File: src/rtl/pifo_calendar_v0_2_if.sv
`default_nettype none
// ============================================================================
//  Module      : pifo_calendar_v0_2_if
//  Description : Insert/pop handshake and status bundle for the PIFO calendar.
//                The slave modport is the calendar itself; the master modport
//                is the producer/consumer side that talks to it.
//  Revision    : 0.2 - initial interface for the parametrised calendar
// ============================================================================
interface pifo_calendar_v0_2_if #(
    parameter int ELEM_WIDTH = 32,
    parameter int ADDR_WIDTH = 12,
    parameter int CNT_WIDTH  = 5
);
    logic                  s_ins_valid;
    logic                  s_ins_ready;
    logic [ELEM_WIDTH-1:0] s_ins_data;
    logic                  m_pop_valid;
    logic                  m_pop_ready;
    logic [ELEM_WIDTH-1:0] m_pop_data;
    logic [ADDR_WIDTH-1:0] m_pop_addr;
    logic [CNT_WIDTH-1:0]  m_count;
    logic                  m_almost_full;
    logic                  m_drop_pulse;
    logic [15:0]           m_drop_count;

    modport slave (
        input  s_ins_valid, s_ins_data, m_pop_ready,
        output s_ins_ready, m_pop_valid, m_pop_data, m_pop_addr,
               m_count, m_almost_full, m_drop_pulse, m_drop_count
    );

    modport master (
        output s_ins_valid, s_ins_data, m_pop_ready,
        input  s_ins_ready, m_pop_valid, m_pop_data, m_pop_addr,
               m_count, m_almost_full, m_drop_pulse, m_drop_count
    );
endinterface
`default_nettype wire

File: src/rtl/pifo_calendar_v0_2.sv
`default_nettype none
// ============================================================================
//  Module      : pifo_calendar_v0_2
//  Description : Sorted-array PIFO calendar. Entries are kept contiguous from
//                e[0] in ascending rank order, FIFO among equal ranks. One
//                insert and one pop may complete per cycle. Optional
//                evict-tail drop mode with a saturating drop counter, and a
//                hysteresis almost-full flag.
//  Revision    : 0.2 - parametrised successor of the root-only calendar
// ============================================================================
module pifo_calendar_v0_2 #(
    parameter int DEPTH          = 16,
    parameter int ELEM_WIDTH     = 32,
    parameter int RANK_LSB       = 12,
    parameter int RANK_WIDTH     = 18,
    parameter int ADDR_WIDTH     = 12,
    parameter int CNT_WIDTH      = 5,
    parameter int FULL_ON        = DEPTH - 2,
    parameter int FULL_OFF       = DEPTH / 2,
    parameter int DROP_WHEN_FULL = 0
) (
    input  wire logic               clk,
    input  wire logic               rstn,
    pifo_calendar_v0_2_if.slave     pifo_bus
);

    localparam logic [0:0]           c_st_normal = 1'b0;
    localparam logic [0:0]           c_st_full   = 1'b1;
    localparam logic [CNT_WIDTH-1:0] c_depth     = CNT_WIDTH'(DEPTH);
    localparam logic [CNT_WIDTH-1:0] c_full_on   = CNT_WIDTH'(FULL_ON);
    localparam logic [CNT_WIDTH-1:0] c_full_off  = CNT_WIDTH'(FULL_OFF);

    // ------------------------------------------------------------------------
    // State
    // ------------------------------------------------------------------------
    logic [ELEM_WIDTH-1:0] r_data [DEPTH];
    logic [DEPTH-1:0]      r_valid;
    logic [CNT_WIDTH-1:0]  r_count;
    logic [0:0]            r_state;
    logic                  r_drop_pulse;
    logic [15:0]           r_drop_count;

    // ------------------------------------------------------------------------
    // Combinational signals
    // ------------------------------------------------------------------------
    logic [RANK_WIDTH-1:0] w_rank_in;
    logic                  w_full;
    logic                  w_ins_ready;
    logic                  w_ins;
    logic                  w_pop;
    logic                  w_drop;
    logic [DEPTH-1:0]      w_le;
    logic [CNT_WIDTH-1:0]  w_p;
    logic [CNT_WIDTH-1:0]  w_q;
    logic [ELEM_WIDTH-1:0] w_up_data [DEPTH];
    logic [DEPTH-1:0]      w_up_valid;
    logic [ELEM_WIDTH-1:0] w_dn_data [DEPTH];
    logic [DEPTH-1:0]      w_dn_valid;
    logic [ELEM_WIDTH-1:0] w_data_nxt [DEPTH];
    logic [DEPTH-1:0]      w_valid_nxt;
    logic [0:0]            w_state_nxt;
    logic                  w_almost_full;

    assign w_rank_in = pifo_bus.s_ins_data[RANK_LSB +: RANK_WIDTH];
    assign w_full    = (r_count == c_depth);

    // Ready depends only on the registered count, never on s_ins_valid.
    if (DROP_WHEN_FULL != 0) begin : g_ready_drop
        assign w_ins_ready = 1'b1;
    end else begin : g_ready_bp
        assign w_ins_ready = !w_full;
    end

    assign w_ins  = pifo_bus.s_ins_valid & w_ins_ready;
    assign w_pop  = r_valid[0] & pifo_bus.m_pop_ready;
    // Only reachable in drop mode: a full array with no pop to make room.
    assign w_drop = w_ins & ~w_pop & w_full;

    // Per-entry "rank <= incoming rank" flags and neighbour views used by
    // the shift-up (toward head) and shift-down (toward tail) moves.
    for (genvar gi = 0; gi < DEPTH; gi++) begin : g_entry
        assign w_le[gi] = r_valid[gi] &&
                          (r_data[gi][RANK_LSB +: RANK_WIDTH] <= w_rank_in);

        if (gi == DEPTH - 1) begin : g_up_tail
            assign w_up_data[gi]  = '0;
            assign w_up_valid[gi] = 1'b0;
        end else begin : g_up_body
            assign w_up_data[gi]  = r_data[gi+1];
            assign w_up_valid[gi] = r_valid[gi+1];
        end

        if (gi == 0) begin : g_dn_head
            assign w_dn_data[gi]  = '0;
            assign w_dn_valid[gi] = 1'b0;
        end else begin : g_dn_body
            assign w_dn_data[gi]  = r_data[gi-1];
            assign w_dn_valid[gi] = r_valid[gi-1];
        end
    end

    // Insert position: entries are sorted and contiguous, so the number of
    // valid entries with rank <= new rank is exactly the slot after the ties.
    always_comb begin
        w_p = '0;
        for (int i = 0; i < DEPTH; i++) begin
            w_p = w_p + CNT_WIDTH'(w_le[i]);
        end
    end

    // Slot for a simultaneous insert+pop: the head leaves, so everything in
    // front of the insert point moves up one place.
    assign w_q = (w_p == '0) ? '0 : (w_p - 1'b1);

    // Next array contents for insert-only, pop-only and insert+pop.
    always_comb begin
        for (int i = 0; i < DEPTH; i++) begin
            w_data_nxt[i]  = r_data[i];
            w_valid_nxt[i] = r_valid[i];
            if (w_ins && w_pop) begin
                if (CNT_WIDTH'(i) < w_q) begin
                    w_data_nxt[i]  = w_up_data[i];
                    w_valid_nxt[i] = w_up_valid[i];
                end else if (CNT_WIDTH'(i) == w_q) begin
                    w_data_nxt[i]  = pifo_bus.s_ins_data;
                    w_valid_nxt[i] = 1'b1;
                end
            end else if (w_ins) begin
                // When full in drop mode this naturally discards the old tail,
                // or leaves the array untouched if the new rank goes past it.
                if (CNT_WIDTH'(i) == w_p) begin
                    w_data_nxt[i]  = pifo_bus.s_ins_data;
                    w_valid_nxt[i] = 1'b1;
                end else if (CNT_WIDTH'(i) > w_p) begin
                    w_data_nxt[i]  = w_dn_data[i];
                    w_valid_nxt[i] = w_dn_valid[i];
                end
            end else if (w_pop) begin
                w_data_nxt[i]  = w_up_data[i];
                w_valid_nxt[i] = w_up_valid[i];
            end
        end
    end

    // Entry storage.
    always_ff @(posedge clk or negedge rstn) begin
        if (!rstn) begin
            for (int i = 0; i < DEPTH; i++) begin
                r_data[i] <= '0;
            end
            r_valid <= '0;
        end else begin
            for (int i = 0; i < DEPTH; i++) begin
                r_data[i] <= w_data_nxt[i];
            end
            r_valid <= w_valid_nxt;
        end
    end

    // Occupancy counter; a drop keeps the count at DEPTH.
    always_ff @(posedge clk or negedge rstn) begin
        if (!rstn) begin
            r_count <= '0;
        end else if (w_ins && !w_pop && !w_full) begin
            r_count <= r_count + 1'b1;
        end else if (w_pop && !w_ins) begin
            r_count <= r_count - 1'b1;
        end
    end

    // Drop pulse and saturating drop counter.
    always_ff @(posedge clk or negedge rstn) begin
        if (!rstn) begin
            r_drop_pulse <= 1'b0;
            r_drop_count <= '0;
        end else begin
            r_drop_pulse <= w_drop;
            if (w_drop && (r_drop_count != 16'hFFFF)) begin
                r_drop_count <= r_drop_count + 16'd1;
            end
        end
    end

    // Almost-full FSM: state register.
    always_ff @(posedge clk or negedge rstn) begin
        if (!rstn) begin
            r_state <= c_st_normal;
        end else begin
            r_state <= w_state_nxt;
        end
    end

    // Almost-full FSM: next state from the registered count with hysteresis.
    always_comb begin
        w_state_nxt = r_state;
        case (r_state)
            c_st_normal: if (r_count > c_full_on)  w_state_nxt = c_st_full;
            c_st_full:   if (r_count < c_full_off) w_state_nxt = c_st_normal;
            default:     w_state_nxt = c_st_normal;
        endcase
    end

    // Almost-full FSM: output decode.
    always_comb begin
        w_almost_full = 1'b0;
        if (r_state == c_st_full) begin
            w_almost_full = 1'b1;
        end
    end

    // ------------------------------------------------------------------------
    // Outputs
    // ------------------------------------------------------------------------
    assign pifo_bus.s_ins_ready   = w_ins_ready;
    assign pifo_bus.m_pop_valid   = r_valid[0];
    assign pifo_bus.m_pop_data    = r_data[0];
    assign pifo_bus.m_pop_addr    = r_data[0][ADDR_WIDTH-1:0];
    assign pifo_bus.m_count       = r_count;
    assign pifo_bus.m_almost_full = w_almost_full;
    assign pifo_bus.m_drop_pulse  = r_drop_pulse;
    assign pifo_bus.m_drop_count  = r_drop_count;

endmodule
`default_nettype wire

File: src/flat_wrapper.sv
// flat-port wrapper written by rule: the top's interface ports become plain ports
module pifo_calendar_v0_2_flat 
#(
    parameter int DEPTH          = 16,
    parameter int ELEM_WIDTH     = 32,
    parameter int RANK_LSB       = 12,
    parameter int RANK_WIDTH     = 18,
    parameter int ADDR_WIDTH     = 12,
    parameter int CNT_WIDTH      = 5,
    parameter int FULL_ON        = DEPTH - 2,
    parameter int FULL_OFF       = DEPTH / 2,
    parameter int DROP_WHEN_FULL = 0
)
  (clk, rstn, pifo_bus_s_ins_valid, pifo_bus_s_ins_data, pifo_bus_m_pop_ready, pifo_bus_s_ins_ready, pifo_bus_m_pop_valid, pifo_bus_m_pop_data, pifo_bus_m_pop_addr, pifo_bus_m_count, pifo_bus_m_almost_full, pifo_bus_m_drop_pulse, pifo_bus_m_drop_count);
  pifo_calendar_v0_2_if #(.ELEM_WIDTH(ELEM_WIDTH), .ADDR_WIDTH(ADDR_WIDTH), .CNT_WIDTH(CNT_WIDTH)) pifo_bus_i ();
  input  wire logic clk;
  input  wire logic rstn;
  input wire logic [$bits(pifo_bus_i.s_ins_valid)-1:0] pifo_bus_s_ins_valid;
  input wire logic [$bits(pifo_bus_i.s_ins_data)-1:0] pifo_bus_s_ins_data;
  input wire logic [$bits(pifo_bus_i.m_pop_ready)-1:0] pifo_bus_m_pop_ready;
  output wire logic [$bits(pifo_bus_i.s_ins_ready)-1:0] pifo_bus_s_ins_ready;
  output wire logic [$bits(pifo_bus_i.m_pop_valid)-1:0] pifo_bus_m_pop_valid;
  output wire logic [$bits(pifo_bus_i.m_pop_data)-1:0] pifo_bus_m_pop_data;
  output wire logic [$bits(pifo_bus_i.m_pop_addr)-1:0] pifo_bus_m_pop_addr;
  output wire logic [$bits(pifo_bus_i.m_count)-1:0] pifo_bus_m_count;
  output wire logic [$bits(pifo_bus_i.m_almost_full)-1:0] pifo_bus_m_almost_full;
  output wire logic [$bits(pifo_bus_i.m_drop_pulse)-1:0] pifo_bus_m_drop_pulse;
  output wire logic [$bits(pifo_bus_i.m_drop_count)-1:0] pifo_bus_m_drop_count;
  assign pifo_bus_i.s_ins_valid = pifo_bus_s_ins_valid;
  assign pifo_bus_i.s_ins_data = pifo_bus_s_ins_data;
  assign pifo_bus_i.m_pop_ready = pifo_bus_m_pop_ready;
  assign pifo_bus_s_ins_ready = pifo_bus_i.s_ins_ready;
  assign pifo_bus_m_pop_valid = pifo_bus_i.m_pop_valid;
  assign pifo_bus_m_pop_data = pifo_bus_i.m_pop_data;
  assign pifo_bus_m_pop_addr = pifo_bus_i.m_pop_addr;
  assign pifo_bus_m_count = pifo_bus_i.m_count;
  assign pifo_bus_m_almost_full = pifo_bus_i.m_almost_full;
  assign pifo_bus_m_drop_pulse = pifo_bus_i.m_drop_pulse;
  assign pifo_bus_m_drop_count = pifo_bus_i.m_drop_count;
  pifo_calendar_v0_2 #(.DEPTH(DEPTH), .ELEM_WIDTH(ELEM_WIDTH), .RANK_LSB(RANK_LSB), .RANK_WIDTH(RANK_WIDTH), .ADDR_WIDTH(ADDR_WIDTH), .CNT_WIDTH(CNT_WIDTH), .FULL_ON(FULL_ON), .FULL_OFF(FULL_OFF), .DROP_WHEN_FULL(DROP_WHEN_FULL)) u_core (.clk(clk), .rstn(rstn), .pifo_bus(pifo_bus_i));
endmodule
File: config.mk
export PLATFORM = sky130hd
export DESIGN_NAME = pifo_calendar_v0_2_flat
export DESIGN_NICKNAME = d
export VERILOG_FILES = /design/src/rtl/pifo_calendar_v0_2_if.sv /design/src/rtl/pifo_calendar_v0_2.sv /design/src/flat_wrapper.sv
export SDC_FILE = /design/constraint.sdc
export NUM_CORES = 2
export LEC_CHECK = 0
export ABC_AREA = 1
export CAP_MARGIN = 30
export CORE_MARGIN = 3
export CORE_UTILIZATION = 24
export DETAILED_ROUTE_END_ITERATION = 16
export PLACE_DENSITY = 0.47
export REMOVE_ABC_BUFFERS = 1
export SLEW_MARGIN = 25
export SYNTH_ARGS = -nofsm -noshare
export SYNTH_HDL_FRONTEND = slang
export SYNTH_SLANG_ARGS = --single-unit
export TNS_END_PERCENT = 30
File: constraint.sdc
create_clock -name clk -period 18.6 [get_ports clk]
set_input_delay 3.72 -clock clk [delete_from_list [all_inputs] [get_ports clk]]
set_output_delay 3.72 -clock clk [all_outputs]
set_load 0.05 [all_outputs]
==> results.md <==
* Status: completed
* Hpwl dp at 142000 µm
* Starting density of the core at 0.243
* CP startpoint kind: input port
* Largest cells by area after synthesis: dfrtp_1, nand2_1, o21ai_0, ha_1, a21oi_1
* Area grow syn2layout at 11.5%
* Syn avg cell area at 6.10 µm²
* Port Buffers at 104
* CTS buffer count at 76
* Worst-Skew Late Latency at 710 ps
* CP Data Required Time at 19140 ps
* Multi-input gate area at 29300 µm²
* Post-route ant nets at 0
* Post-CTS Setup Bufs at 0
* Relative slew margins at 0.299
* Max Fclk at 64.2 MHz
* Post-synth top area cell: dfrtp_1
* Seq/Total Area, Yosys at 0.283
* DRC viols at 0
* DR vias/cell at 5.10
* Clk_skew at 34.9 ps
* Post-synth top flop: dfrtp_1
* Drt pass-1 iters at 6
* Worst-Margin Slew at 1050 ps
* Post-route minimum period at 15580 ps
* Number of buffers added to fix hold violations after cts at 0
* CTS clk-pin slew, worst paths at 60 ps
* HP Class: register to register
* Core Region at between 200000 and 250000 µm²
* TNS Setup at 0 ps
* Final setup violation count at 0
* Worst setup path class: input port to register
* Detailed Route Iter0 Violations at 4696
* Total wire length at 219000 µm
* Final Hold Viols at 0
* Share of layout cells above drive strength 1 at 0.0450
* CP max FO at 36
* Share of the synthesized area in the top cell type at 0.283
* Netlist cell types at 50
* Largest net degree at the start of global routing at 159
* Gr ovfl total at 0
* Final Cycle Share at 0.838
* GPL Wtd Cong at 0.888
* Gate Count Post-Synth at 7995
* Most used cell, CP: fa_1
* Gr usage total at 0.202
* First-pass GRT wire length at between 300000 and 400000 µm
* Crit end category: register
* Max-cap violations at 0
* Ports at 105
* Fin. max-slew vios at 0
* Post-CTS resize count at 0
* CTS root buf: clkbuf_16
* DIE HEIGHT at about 460 µm
* RSZ-0062 raised after global routing: false
* H-tree levels at 3
* Wirelength per Cell at 21.0 µm
* Clock tree buffer depth at 3
* Vias at 53131
* CTS tree: yes
* Rows at roughly 160
* Storage cell area at 13800 µm²
* Vias in the first global route at 51543
* FILL cells at 22267
* Die X at roughly 460 µm
* Ys Warns at 0
* CP max stage cell: clkdlybuf4s50_1
* Syn Std Cell Area at approximately 50000 µm²
* CTS sink count at ~550
* Crit path arrival time at 16130 ps
* DIE AREA at around 210000 µm²
* CP peak stage delay at 1050 ps
* Final #Nets at between 8000 and 9000
* Initial antenna violation count at 3
* Share of flip-flops with an asynchronous set or reset at 1.00
* Post-synth EDFFs at 0
* Synth Register Bits at 551
## through the flow
step | util | setup slack [ps] | cell area, µm² | cells | hold slack, ps
detailed placement | 0.258 | 2430 | 51800 | 10280 | 364
global route | 0.271 | 2510 | 54400 | 10415 | 380
floorplan | - | -7180 | 46100 | 7383 | 442
CTS | 0.270 | 3170 | 54200 | 10410 | 377
finish | 0.271 | 3020 | 54400 | 10417 | 372
global placement | 0.258 | 2620 | 51700 | 10276 | 364
## layout by cell type, fill, tap and decap left out, drive strengths merged, types with 2 or more instances in the layout
| cell | synthesis | routed |
|---|---|---|
| diode | 0 | 2 |
| a211oi | 20 | 20 |
| buf | 246 | 144 |
| nor4 | 4 | 4 |
| o221ai | 3 | 3 |
| clkdlybuf4s50 | 0 | 102 |
| bufinv | 0 | 4 |
| o21bai | 9 | 9 |
| xor2 | 2 | 2 |
| nand3 | 614 | 614 |
| a41oi | 2 | 2 |
| fa | 11 | 11 |
| nor2 | 561 | 561 |
| nand2 | 2555 | 2555 |
| nor3 | 24 | 24 |
| nand4 | 64 | 64 |
| ha | 301 | 301 |
| inv | 849 | 853 |
| o21a | 4 | 4 |
| o2111ai | 2 | 2 |
| or2 | 3 | 3 |
| o211ai | 74 | 74 |
| clkbuf | 366 | 112 |
| a21oi | 720 | 720 |
| a22oi | 2 | 2 |
| o21ai | 958 | 958 |
| a31oi | 4 | 4 |
| o22ai | 33 | 33 |
| a21o | 2 | 2 |
| clkinv | 2 | 12 |
| dfrtp | 551 | 551 |
## cells in the mapped netlist, types with 44 or more instances
master and instances:
a21oi_1 716, buf_1 44, buf_2 148, buf_4 54, clkbuf_1 366, dfrtp_1 551, ha_1 301, inv_1 830
nand2_1 2539, nand3_1 608, nand4_1 63, nor2_1 552, o211ai_1 74, o21ai_0 885, o21ai_1 68
## cells by family after synthesis
| family | after synthesis | synth area share |
|---|---|---|
| flops | 551 | 0.283 |
| simple gates | 3827 | 0.317 |
| mux | 1 | 0.000231 |
| fa+ha+maj | 312 | 0.0817 |
| other cells | 1 | 0.0000769 |
| compound gates | 1837 | 0.197 |
| buf+inv | 1463 | 0.121 |
| xor+xnor | 3 | 0.000539 |
## worst max-delay path, delay by kind of cell
family / cells / cell delay, ps
and+or+nand+nor: 10 / 5370
adders and majority gates: 9 / 4060
buffers and inverters: 6 / 2530
AOI/OAI and AO/OA: 2 / 350
## area by class of cell
cell class              instances  share of cell area
diodes                          2           0.0000921
clock inverters                18             0.00419
flip-flops and latches        551               0.254
clock buffers                 112              0.0400
multi-input cells            5981               0.539
well taps                    2656              0.0611
inverters                     851              0.0591
repair buffers                246              0.0426
## flip-flops by register name, summed over array words and instances, names as in the netlist
signal,cells
u_core.pifo_bus.m_count,5
u_core.pifo_bus.m_drop_count,16
u_core.pifo_bus.m_drop_pulse,1
u_core.pifo_bus.m_pop_data,32
u_core.r_data,480
u_core.r_state,1
u_core.r_valid,16
## layer usage
metal  part of all wire  wire length, µm  vias up  global-route usage
li1                   -                -    25212                   -
met1               0.44            95500    25593               0.265
met2               0.46           101000     1922               0.334
met3              0.060            13200      404              0.0273
met4              0.045             9750        0              0.0849
met5                  0                0        -                   0
## final timing paths
| path | from | to | slack [ps] | cells past startpoint |
|---|---|---|---|---|
| worst max-delay path | pifo_bus_s_ins_data[19] | u_core.r_valid[10]$_DFFE_PN0P_ | 3020 | 27 |
| worst min-delay path | u_core.pifo_bus.m_drop_count[0]$_DFFE_PN0P_ | u_core.pifo_bus.m_drop_count[0]$_DFFE_PN0P_ | 370 | 0 |
| worst max register to register | u_core.r_data[473]$_DFFE_PN0P_ | u_core.r_valid[10]$_DFFE_PN0P_ | 7110 | 27 |
| worst min register to register | u_core.pifo_bus.m_drop_count[0]$_DFFE_PN0P_ | u_core.pifo_bus.m_drop_count[0]$_DFFE_PN0P_ | 370 | 0 |
| max in group asynchronous | rstn | u_core.r_data[88]$_DFFE_PN0P_ | 12570 | 4 |
| min in group asynchronous | rstn | u_core.pifo_bus.m_drop_count[11]$_DFFE_PN0P_ | 3000 | 1 |
Power is left out: the tool's default activity adds up to more than one toggle a clock period on the data nets, which glitch-free logic cannot reach.
